**src/rtl/pit_pkg.sv**
```systemverilog
// rtl/pit_pkg.sv - shared types, constants and helpers for the 8254 bus-side control logic
package pit_pkg;

   typedef enum logic [1:0] {
      LATCH   = 2'b00,
      LSB     = 2'b01,
      MSB     = 2'b10,
      LSB_MSB = 2'b11
   } rw_e;

   typedef logic [2:0] mode_t;

   localparam logic [1:0] CTRL_ADDR = 2'd3;

   // Read-back status byte layout: {OUT, NULL, RW[1:0], M[2:0], BCD}
   localparam int ST_OUT_BIT  = 7;
   localparam int ST_NULL_BIT = 6;
   localparam int ST_RW_LSB   = 4;
   localparam int ST_MODE_LSB = 1;
   localparam int ST_BCD_BIT  = 0;

   // Modes 6 and 7 are aliases of modes 2 and 3
   function automatic mode_t map_mode(input logic [2:0] m);
      return (m[2:1] == 2'b11) ? {1'b0, m[1:0]} : m;
   endfunction

endpackage

```
**src/rtl/pit_counter_port.sv**
```systemverilog
// rtl/pit_counter_port.sv - per-counter format, pointers, LSB staging, count latch and status latch
module pit_counter_port
   import pit_pkg::*;
(
   input  logic        clk,
   input  logic        rst,
   input  logic        ctrl_we,
   input  logic        latch_cmd,
   input  logic        status_cmd,
   input  logic        wr_en,
   input  logic        rd_en,
   input  logic [7:0]  din,
   input  logic [15:0] cur_count,
   input  logic        cnt_out,
   output logic [15:0] count,
   output logic        new_count,
   output mode_t       mode,
   output logic        bcd,
   output logic [7:0]  rd_byte
);

   rw_e         rw_d, rw_q;
   mode_t       mode_d, mode_q;
   logic        bcd_d, bcd_q;
   logic        wr_ptr_d, wr_ptr_q;
   logic        rd_ptr_d, rd_ptr_q;
   logic [7:0]  lsb_d, lsb_q;
   logic [15:0] latch_d, latch_q;
   logic        latch_vld_d, latch_vld_q;
   logic [7:0]  status_d, status_q;
   logic        status_vld_d, status_vld_q;
   logic        null_d, null_q;
   logic [15:0] count_d, count_q;
   logic        new_count_d, new_count_q;
   logic [15:0] src;
   logic        sel_msb;

   // Next-state for programming, byte sequencing and latches; read byte selection
   always_comb begin
      rw_d         = rw_q;
      mode_d       = mode_q;
      bcd_d        = bcd_q;
      wr_ptr_d     = wr_ptr_q;
      rd_ptr_d     = rd_ptr_q;
      lsb_d        = lsb_q;
      latch_d      = latch_q;
      latch_vld_d  = latch_vld_q;
      status_d     = status_q;
      status_vld_d = status_vld_q;
      null_d       = null_q;
      count_d      = count_q;
      new_count_d  = 1'b0;

      src     = latch_vld_q ? latch_q : cur_count;
      sel_msb = (rw_q == MSB) || ((rw_q == LSB_MSB) && rd_ptr_q);
      rd_byte = status_vld_q ? status_q : (sel_msb ? src[15:8] : src[7:0]);

      if (ctrl_we) begin
         rw_d         = rw_e'(din[5:4]);
         mode_d       = map_mode(din[3:1]);
         bcd_d        = din[0];
         wr_ptr_d     = 1'b0;
         rd_ptr_d     = 1'b0;
         latch_vld_d  = 1'b0;
         status_vld_d = 1'b0;
         null_d       = 1'b1;
      end else begin
         // cur_count is sampled directly, so a same-cycle load still latches the pre-load value
         if (latch_cmd && !latch_vld_q) begin
            latch_d     = cur_count;
            latch_vld_d = 1'b1;
         end
         if (status_cmd && !status_vld_q) begin
            status_d[ST_OUT_BIT]           = cnt_out;
            status_d[ST_NULL_BIT]          = null_q;
            status_d[ST_RW_LSB +: 2]       = rw_q;
            status_d[ST_MODE_LSB +: 3]     = mode_q;
            status_d[ST_BCD_BIT]           = bcd_q;
            status_vld_d                   = 1'b1;
         end
         if (wr_en) begin
            case (rw_q)
               LSB: begin
                  count_d     = {8'h00, din};
                  new_count_d = 1'b1;
                  null_d      = 1'b0;
               end
               MSB: begin
                  count_d     = {din, 8'h00};
                  new_count_d = 1'b1;
                  null_d      = 1'b0;
               end
               LSB_MSB: begin
                  if (!wr_ptr_q) begin
                     lsb_d    = din;
                     wr_ptr_d = 1'b1;
                  end else begin
                     count_d     = {din, lsb_q};
                     new_count_d = 1'b1;
                     null_d      = 1'b0;
                     wr_ptr_d    = 1'b0;
                  end
               end
               default: ;
            endcase
         end
         if (rd_en) begin
            if (status_vld_q) begin
               status_vld_d = 1'b0;
            end else begin
               if (rw_q == LSB_MSB) rd_ptr_d = ~rd_ptr_q;
               if (latch_vld_q && ((rw_q != LSB_MSB) || rd_ptr_q)) latch_vld_d = 1'b0;
            end
         end
      end
   end

   // State registers
   always_ff @(posedge clk) begin
      if (rst) begin
         rw_q         <= LATCH;
         mode_q       <= '0;
         bcd_q        <= 1'b0;
         wr_ptr_q     <= 1'b0;
         rd_ptr_q     <= 1'b0;
         lsb_q        <= '0;
         latch_q      <= '0;
         latch_vld_q  <= 1'b0;
         status_q     <= '0;
         status_vld_q <= 1'b0;
         null_q       <= 1'b0;
         count_q      <= '0;
         new_count_q  <= 1'b0;
      end else begin
         rw_q         <= rw_d;
         mode_q       <= mode_d;
         bcd_q        <= bcd_d;
         wr_ptr_q     <= wr_ptr_d;
         rd_ptr_q     <= rd_ptr_d;
         lsb_q        <= lsb_d;
         latch_q      <= latch_d;
         latch_vld_q  <= latch_vld_d;
         status_q     <= status_d;
         status_vld_q <= status_vld_d;
         null_q       <= null_d;
         count_q      <= count_d;
         new_count_q  <= new_count_d;
      end
   end

   assign count     = count_q;
   assign new_count = new_count_q;
   assign mode      = mode_q;
   assign bcd       = bcd_q;

endmodule

```
**src/rtl/pit_control_logic.sv**
```systemverilog
// rtl/pit_control_logic.sv - 8254 bus decode and read mux; PIT_READBACK_EN enables the read-back command
module pit_control_logic
   import pit_pkg::*;
#(
   parameter int NUM_CNT = 3
)(
   input  logic                      clk,
   input  logic                      rst,
   input  logic                      cs,
   input  logic                      wr,
   input  logic                      rd,
   input  logic [1:0]                a,
   input  logic [7:0]                din,
   output logic [7:0]                dout,
   output logic                      dout_valid,
   input  logic [NUM_CNT-1:0][15:0]  cur_count,
   input  logic [NUM_CNT-1:0]        cnt_out,
   output logic [NUM_CNT-1:0][15:0]  count,
   output logic [NUM_CNT-1:0]        new_count,
   output logic [NUM_CNT-1:0][2:0]   mode,
   output logic [NUM_CNT-1:0]        bcd
);

   logic [NUM_CNT-1:0]       port_ctrl, port_latch, port_status, port_wr, port_rd;
   logic [NUM_CNT-1:0][7:0]  rd_byte;
   logic                     wr_act, rd_act, ctrl_wr;
   logic [7:0]               dout_d, dout_q;
   logic                     dout_valid_d, dout_valid_q;

   // Decode bus strobes into per-counter commands; a write wins over a same-cycle read
   always_comb begin
      wr_act  = cs & wr;
      rd_act  = cs & rd & ~wr;
      ctrl_wr = wr_act && (a == CTRL_ADDR);
      for (int i = 0; i < NUM_CNT; i++) begin
         port_ctrl[i]   = ctrl_wr && (din[7:6] == 2'(i)) && (din[5:4] != 2'b00);
         port_latch[i]  = ctrl_wr && (din[7:6] == 2'(i)) && (din[5:4] == 2'b00);
         port_status[i] = 1'b0;
`ifdef PIT_READBACK_EN
         if (ctrl_wr && (din[7:6] == CTRL_ADDR) && din[1+i]) begin
            port_latch[i]  = ~din[5];
            port_status[i] = ~din[4];
         end
`endif
         port_wr[i] = wr_act && (a == 2'(i));
         port_rd[i] = rd_act && (a == 2'(i));
      end
   end

   // Read data mux; the control address reads back as all ones
   always_comb begin
      dout_d       = dout_q;
      dout_valid_d = 1'b0;
      if (rd_act) begin
         dout_valid_d = 1'b1;
         dout_d       = 8'hFF;
         for (int i = 0; i < NUM_CNT; i++) begin
            if (a == 2'(i)) dout_d = rd_byte[i];
         end
      end
   end

   // Registered read port
   always_ff @(posedge clk) begin
      if (rst) begin
         dout_q       <= '0;
         dout_valid_q <= 1'b0;
      end else begin
         dout_q       <= dout_d;
         dout_valid_q <= dout_valid_d;
      end
   end

   assign dout       = dout_q;
   assign dout_valid = dout_valid_q;

   for (genvar g = 0; g < NUM_CNT; g++) begin : g_port
      pit_counter_port u_port (
         .clk        (clk),
         .rst        (rst),
         .ctrl_we    (port_ctrl[g]),
         .latch_cmd  (port_latch[g]),
         .status_cmd (port_status[g]),
         .wr_en      (port_wr[g]),
         .rd_en      (port_rd[g]),
         .din        (din),
         .cur_count  (cur_count[g]),
         .cnt_out    (cnt_out[g]),
         .count      (count[g]),
         .new_count  (new_count[g]),
         .mode       (mode[g]),
         .bcd        (bcd[g]),
         .rd_byte    (rd_byte[g])
      );
   end

endmodule

```
**config.mk**
```make
export PLATFORM = sky130hd
export DESIGN_NAME = pit_control_logic
export DESIGN_NICKNAME = d
export VERILOG_FILES = /design/src/rtl/pit_pkg.sv /design/src/rtl/pit_counter_port.sv /design/src/rtl/pit_control_logic.sv
export SDC_FILE = /design/constraint.sdc
export NUM_CORES = 1
export LEC_CHECK = 0
export CAP_MARGIN = 25
export CELL_PAD_IN_SITES_DETAIL_PLACEMENT = 0
export CELL_PAD_IN_SITES_GLOBAL_PLACEMENT = 2
export CORE_UTILIZATION = 32
export DETAILED_ROUTE_END_ITERATION = 6
export GPL_TIMING_DRIVEN = 0
export PLACE_DENSITY = 0.85
export SYNTH_ARGS = -nofsm -noshare
export SYNTH_HDL_FRONTEND = slang
export SYNTH_SLANG_ARGS = --single-unit
```
**constraint.sdc**
```tcl
create_clock -name clk -period 2.15 [get_ports clk]
set_input_delay 0.43 -clock clk [delete_from_list [all_inputs] [get_ports clk]]
set_output_delay 0.43 -clock clk [all_outputs]
set_load 0.005 [all_outputs]
```
[Word-level counts from Yosys, hierarchy flattened]
Index checks and enable logic that the tools add are counted.
Word-level totals
  memories kept: 0
  logic and storage cells: 169
  ROM bits: 0
  memory bits (writable): 0
  bits in latches: 0
  output and inout bits: 72
  register bits after elaboration: 159
  input port bits: 66
Cells by class
  bitwise operators: 16
  multiplexer cells: 35
  equal/unequal tests: 21
  multiply operators: 0
  add/sub/neg operators: 0
  divide/modulo/power cells: 0
  magnitude comparators: 0
  reductions and logical operators: 65
  shift-type cells: 0
Operator list (number)
  $pmux W16 S3: 3
  $mux W16: 6
  $mux W8: 6
  $logic_and A1 B1 Y1: 25
  $reduce_and A4 Y1: 6
  $eq A2 B2 Y1 const B: 10
  $reduce_and A2 Y1: 9
  $mux W1: 16
  $not A1 Y1: 13
  $reduce_or A2 Y1: 6
  $eq A2 B1 Y1 const B: 5
  $reduce_bool A3 Y1: 3
  $reduce_or A3 Y1: 3
  $logic_not A2 Y1: 3
  $logic_or A1 B1 Y1: 6
  $ne A2 B1 Y1 const B: 3
  $ne A2 B2 Y1 const B: 3
  $pmux W1 S2: 3
  $and A1 B1 Y1: 3
  $logic_not A1 Y1: 3
  $mux W3: 1
  $reduce_bool A2 Y1: 1

[Logic depth before layout (Yosys ltp)]
  depth in word-level cells: 8
  gate-level depth with buffers: 8
  depth with buffers taken out: 6

[By module]
Synthesis repeated with hierarchy kept, for this count alone.
Unflattened totals
  cell total of the unflattened synthesis: 942
  area, all modules: 8874.8 um2
By module, submodules not included
  pit_counter_port (g_port[1].u_port ...): seq. area each 1201.2 um2, area each 2753.9 um2, cells an instance 288, instances 2
  pit_counter_port (g_port[0].u_port): seq. area each 1201.2 um2, area each 2715.1 um2, cells an instance 286, instances 1
  pit_control_logic: seq. area each 180.2 um2, area each 651.9 um2, cells an instance 80, instances 1

[Worst setup path after synthesis]
OpenSTA, ideal clock, no wires.
  path type: input to register
  start point: input port a[0]
  end point: register g_port[0].u_port.count_q[0]
  cell stages on the path: 7
  slack: 0.314 ns
  buffers on the path: 3
  data required time: 2.018 ns
  arrival: 1.704 ns
  library setup time: 0.132 ns
  cell sequence: buf_2 -> nand4bb_1 -> or3_1 -> buf_2 -> buf_4 -> a211oi_2 -> nor3_1
Between the ends
  cells in the longest elaborated chain, start to end: 6
  elaborated cells between the ends (all ways): 8
  classes of those cells: eq/ne (1); bitwise (1); reduce/logical (6)
RTL lines
  start, declared: RTL line pit_control_logic.sv:12  | input logic [1:0] a,
  $eq A2 B2 Y1: RTL line pit_control_logic.sv:34  | ctrl_wr = wr_act && (a == CTRL_ADDR);
  $logic_and A1 B1 Y1: RTL line pit_control_logic.sv:34
  $logic_and A1 B1 Y1 (2 in series): RTL line pit_control_logic.sv:36  | port_ctrl[i] = ctrl_wr && (din[7:6] == 2'(i)) && (din[5:4] != 2'b00);
  $not A1 Y1 (no source line)
  $reduce_and A4 Y1 (no source line) *
  end signal, assigned: RTL line pit_counter_port.sv:146  | count_q <= count_d;
  end, declared: RTL line pit_counter_port.sv:33  | logic [15:0] count_d, count_q;
Every way passes the cells marked *; elsewhere a longest branch is shown, timed or not.
A chain may end at the register's enable or synchronous reset.

[Final worst setup path]
  start point: register g_port[1].u_port.rw_q[1]
  end point: register g_port[1].u_port.lsb_q[3]
Between the ends
  cells in the longest elaborated chain, start to end: 2
RTL lines
  start, declared: RTL line pit_counter_port.sv:22  | rw_e rw_d, rw_q;
  start signal, assigned: RTL line pit_counter_port.sv:135  | rw_q <= rw_d;
  $eq A2 B2 Y1: RTL line pit_counter_port.sv:82  | case (rw_q)
  $reduce_and A4 Y1 (no source line)
  end signal, assigned: RTL line pit_counter_port.sv:140  | lsb_q <= lsb_d;
  end, declared: RTL line pit_counter_port.sv:27  | logic [7:0] lsb_d, lsb_q;
Every way passes these cells.

==> results.py <==
metrics = {
    "sta": {
        "rsz0062_at_grt": "false",
        "fin_setup_tns_ps": 0,
        "finalClockSkew_ps": 7.70,
        "hold_viol_final": 0,
        "slew_headroom_pct": 43.2,
        "worst_slew_pin_slew_ps": 853,
        "fin_crit_ps": 1970,
        "period_share_pct": 91.5,
        "finalSetupViolCount": 0,
        "slew_viol_final": 0,
        "max_freq_ghz": 0.509,
    },
    "yosys": {
        "async_reset_ff_share_pct": 0,
        "synthXorXnorAreaFrac_pct": 0.367,
        "synth_top_family_by_area": "simple AND/OR/NAND/NOR gates",
        "yosys.area.top_type": "dfxtp_1",
        "seq_area_frac_synth_pct": 44.5,
        "ys_top_cells_by_area": "dfxtp_1 (44%), mux2i_1 (12%), mux4_2 (7.5%)",
        "synth-simple-area-share_pct": 21.7,
        "synth-edff-count": 0,
        "ys_top_cells_by_count": "dfxtp_1 (159), nor2_1 (140), mux2i_1 (84)",
        "syn_inst": 746,
        "synth-main-ff-cell": "dfxtp_1",
        "synth_area_um2": 7160,
        "synthAdderAreaFrac_pct": 1.57,
        "synthMuxAreaShare_pct": 19.3,
        "postSynthAreaPerCell_um2": 9.60,
        "synth_nets": 821,
        "ys_types": 46,
        "ys_warn_count": 0,
        "synth_compound_area_share_pct": 7.22,
        "yosysMostFrequentCell": "dfxtp_1",
        "synth_top_area_share_pct": 44.5,
        "ys_seq_elements": 159,
    },
    "global_routing": {
        "grt_antenna_before_repair": 0,
        "met1_usage_pct": 24.8,
        "overflow": 0,
        "grt_pass1_wl_um": 31800,
        "grt_use_met3_pct": 3.83,
        "busiest_layer": "met2",
        "grt_pass1_vias": 5722,
        "grt_use_met2_pct": 30.8,
        "grt_use_total_pct": 18.7,
        "grt_max_degree": 17,
    },
    "setup_path": {
        "cpPeakStageDelay_ps": 380,
        "worstPathRequired_ps": 2450,
        "cp_max_fo": 10,
        "reg2reg_depth": 7,
        "worstPathArrival_ps": 2260,
        "worstPathCellList": "ha_1 > clkbuf_2 > inv_1 > nor3_1 > buf_2 > mux2i_1 > nor2_1",
        "r2r-start": "g_port[1].u_port.rw_q[1]$_SDFFE_PP0P_",
        "critPathLaunchType": "flop",
        "r2r_setup_slack_ps": 180,
        "cp_slowest_cell": "dfxtp_1",
        "crit_start": "g_port[1].u_port.rw_q[1]$_SDFFE_PP0P_",
        "endpoint": "g_port[1].u_port.lsb_q[3]$_SDFFE_PP0P_",
        "crit_type": "reg -> reg",
        "rr_endpoint": "g_port[1].u_port.lsb_q[3]$_SDFFE_PP0P_",
        "crit_path_end_kind": "flop",
    },
    "finish": {
        "fill_cells": 2200,
        "stdcell_area_um2": 9520,
        "fin_cells": 1187,
        "areaGrowthSynthToFinish_pct": 32.9,
        "nets": 968,
        "drive_above_1_share_pct": 12.4,
    },
    "power_and_ir_drop": {
        "p_per_area_nw_per_um2": 715,
        "power_frac_seq_pct": 43.6,
        "p_leak_uw": 0.00328,
        "p_sw_share_pct": 21.7,
        "comb_power_share_pct": 6.1,
        "ir_drop_mv": 0.471,
        "net-switching-power_uw": 1470,
        "p_clk_share_pct": 50.2,
        "internal_power_uw": 5330,
    },
    "routing": {
        "drc_errors": 0,
        "viasPerCell": 4.88,
        "vias": 5787,
        "drtIter0Drc": 231,
        "postRouteWirelength_um": 20600,
        "first_pass_iters": 4,
        "wl_per_cell_um": 17.3,
        "antenna_left": 0,
    },
    "die": {
        "coreArea_um2": 21900,
        "io_pins": 138,
        "die_x_um": 152,
        "die_h_um": 152,
        "rows": 54,
        "die-area_um2": 23000,
        "initial_core_util_pct": 32.7,
    },
    "clocking": {
        "numCtsBuffers": 17,
        "clk_pin_slew_ps": 60,
        "clockRootBuffer": "clkbuf_16",
        "cts_tree": "yes",
        "cts_max_path_buffers": 2,
        "htree_levels": 4,
        "cts_sinks": 159,
        "worst_skew_pair.late_latency_ps": 430,
    },
    "placed_design": {
        "io_buffer_count": 128,
        "gp_congestion": 0.767,
        "post-place-cells": 1154,
        "post-dp-hpwl_um": 14900,
        "dpl-instance-area_um2": 8790,
    },
    "run": {
        "cap_violations": 0,
    },
    "worst_hold_path": {
        "hp-class": "in -> reg",
        "min_path_cells": 3,
    },
    "outcome": {
        "status": "finished clean",
    },
}
-- logic make-up after synthesis --
| family | count (synthesis) |
|---|---|
| xor+xnor | 3 |
| fa+ha+maj | 9 |
| mux | 108 |
| buf+inv | 80 |
| simple gates | 308 |
| flops | 159 |
| compound gates | 79 |
-- repair_timing --
action	CTS	global route
hold buffers	0	0
setup buffers	0	0
pin swaps	0	0
hold endpoints to repair	0	0
endpoints found under the setup margin	9	58
resized for setup	4	12
-- sequential cells by signal, indices dropped and copies added, names as in the netlist --
signal and count:
g_port.u_port.count 48, dout_valid 1, g_port.u_port.lsb_q 24, g_port.u_port.new_count 3, g_port.u_port.latch_vld_q 3, dout 8
g_port.u_port.mode 9, g_port.u_port.latch_q 48, g_port.u_port.rd_ptr_q 3, g_port.u_port.wr_ptr_q 3, g_port.u_port.rw_q 6, g_port.u_port.bcd 3
-- layout by cell type (no fill, tap or decap), types with 3 or more instances in the layout --
master and count:
nor3_1 30, o21bai_1 8, clkbuf_16 17, buf_1 6
clkbuf_1 31, a21oi_1 37, buf_2 14, dfxtp_1 159
or3_1 4, bufinv_16 5, nand3_1 31, ha_1 9
mux2i_1 84, nor4_1 12, a21oi_4 3, clkdlybuf4s50_1 124
clkinv_4 4, buf_4 10, clkbuf_2 5, xor2_1 3
a211oi_1 20, clkbuf_8 3, nand2_1 33, buf_6 4
mux4_2 24, nand4b_1 3, nor2_1 140, or2_2 4
nand2b_1 3, a211oi_2 4, o21ai_0 3, nor2b_1 7
inv_1 9, nor3b_1 24
-- per-layer routing --
metal / vias to the layer above / part of all wire [%]
met5: - / 0
li1: 2905 / -
met4: 0 / 1.0
met3: 17 / 3.8
met2: 107 / 48
met1: 2758 / 47
-- final cells by class --
type | instances | area (um^2) | area share (%)
Timing Repair Buffer | 128 | 1280 | 13.5
Antenna cell | 1 | 2.50 | 0.0263
Clock inverter | 11 | 203 | 2.13
Multi-Input combinational cell | 507 | 3630 | 38.2
Clock buffer | 21 | 470 | 4.94
Buffer | 69 | 350 | 3.68
Sequential cell | 159 | 3180 | 33.5
Inverter | 11 | 41.3 | 0.434
Tap cell | 280 | 350 | 3.68
-- worst min-delay path by stage --
stage | slack [ps] | end | from
3_3_place_gp | 440 | g_port[1].u_port.count[10]$_SDFFE_PP0P_ | g_port[1].u_port.count[10]$_SDFFE_PP0P_
2_1_floorplan | 450 | g_port[0].u_port.count[10]$_SDFFE_PP0P_ | g_port[0].u_port.count[10]$_SDFFE_PP0P_
3_5_place_dp | 450 | g_port[0].u_port.count[11]$_SDFFE_PP0P_ | g_port[0].u_port.count[11]$_SDFFE_PP0P_
6_report | 450 | g_port[2].u_port.new_count$_SDFF_PP0_ | a[1]
5_1_grt | 460 | g_port[2].u_port.new_count$_SDFF_PP0_ | a[1]
4_1_cts | 430 | g_port[2].u_port.new_count$_SDFF_PP0_ | a[1]
-- per-stage QoR --
stage / setup WS (ps) / hold WS, ps / util, % / power, uW
after global placement: -479 / 442 / 40.2 / 3450
after global routing: 24.8 / 463 / 43.5 / 7030
after detailed placement: -482 / 447 / 40.2 / 3450
final: 184 / 446 / 43.5 / 6800
after floorplan: 314 / 448 / - / 3210
after CTS: 0.701 / 425 / 43.3 / 6870
-- power by group through the flow --
stage                     Sequential, uW  Clock (uW)  Combinational (uW)
after floorplan                     3030           0                 183
after global placement              3030           0                 417
after detailed placement            3030           0                 419
after CTS                           2970        3480                 423
after global routing                2970        3610                 450
final                               2970        3410                 418
-- worst max-delay path: cells and delay by family (launching register included) --
family / cells / cell delay [ps]
adder cells (fa/ha/maj): 1 / 310
buffers and inverters: 3 / 700
AND/OR/NAND/NOR: 2 / 210
flip-flops: 1 / 380
multiplexers: 1 / 230
Note: power is estimated with default switching activity, not from simulation.
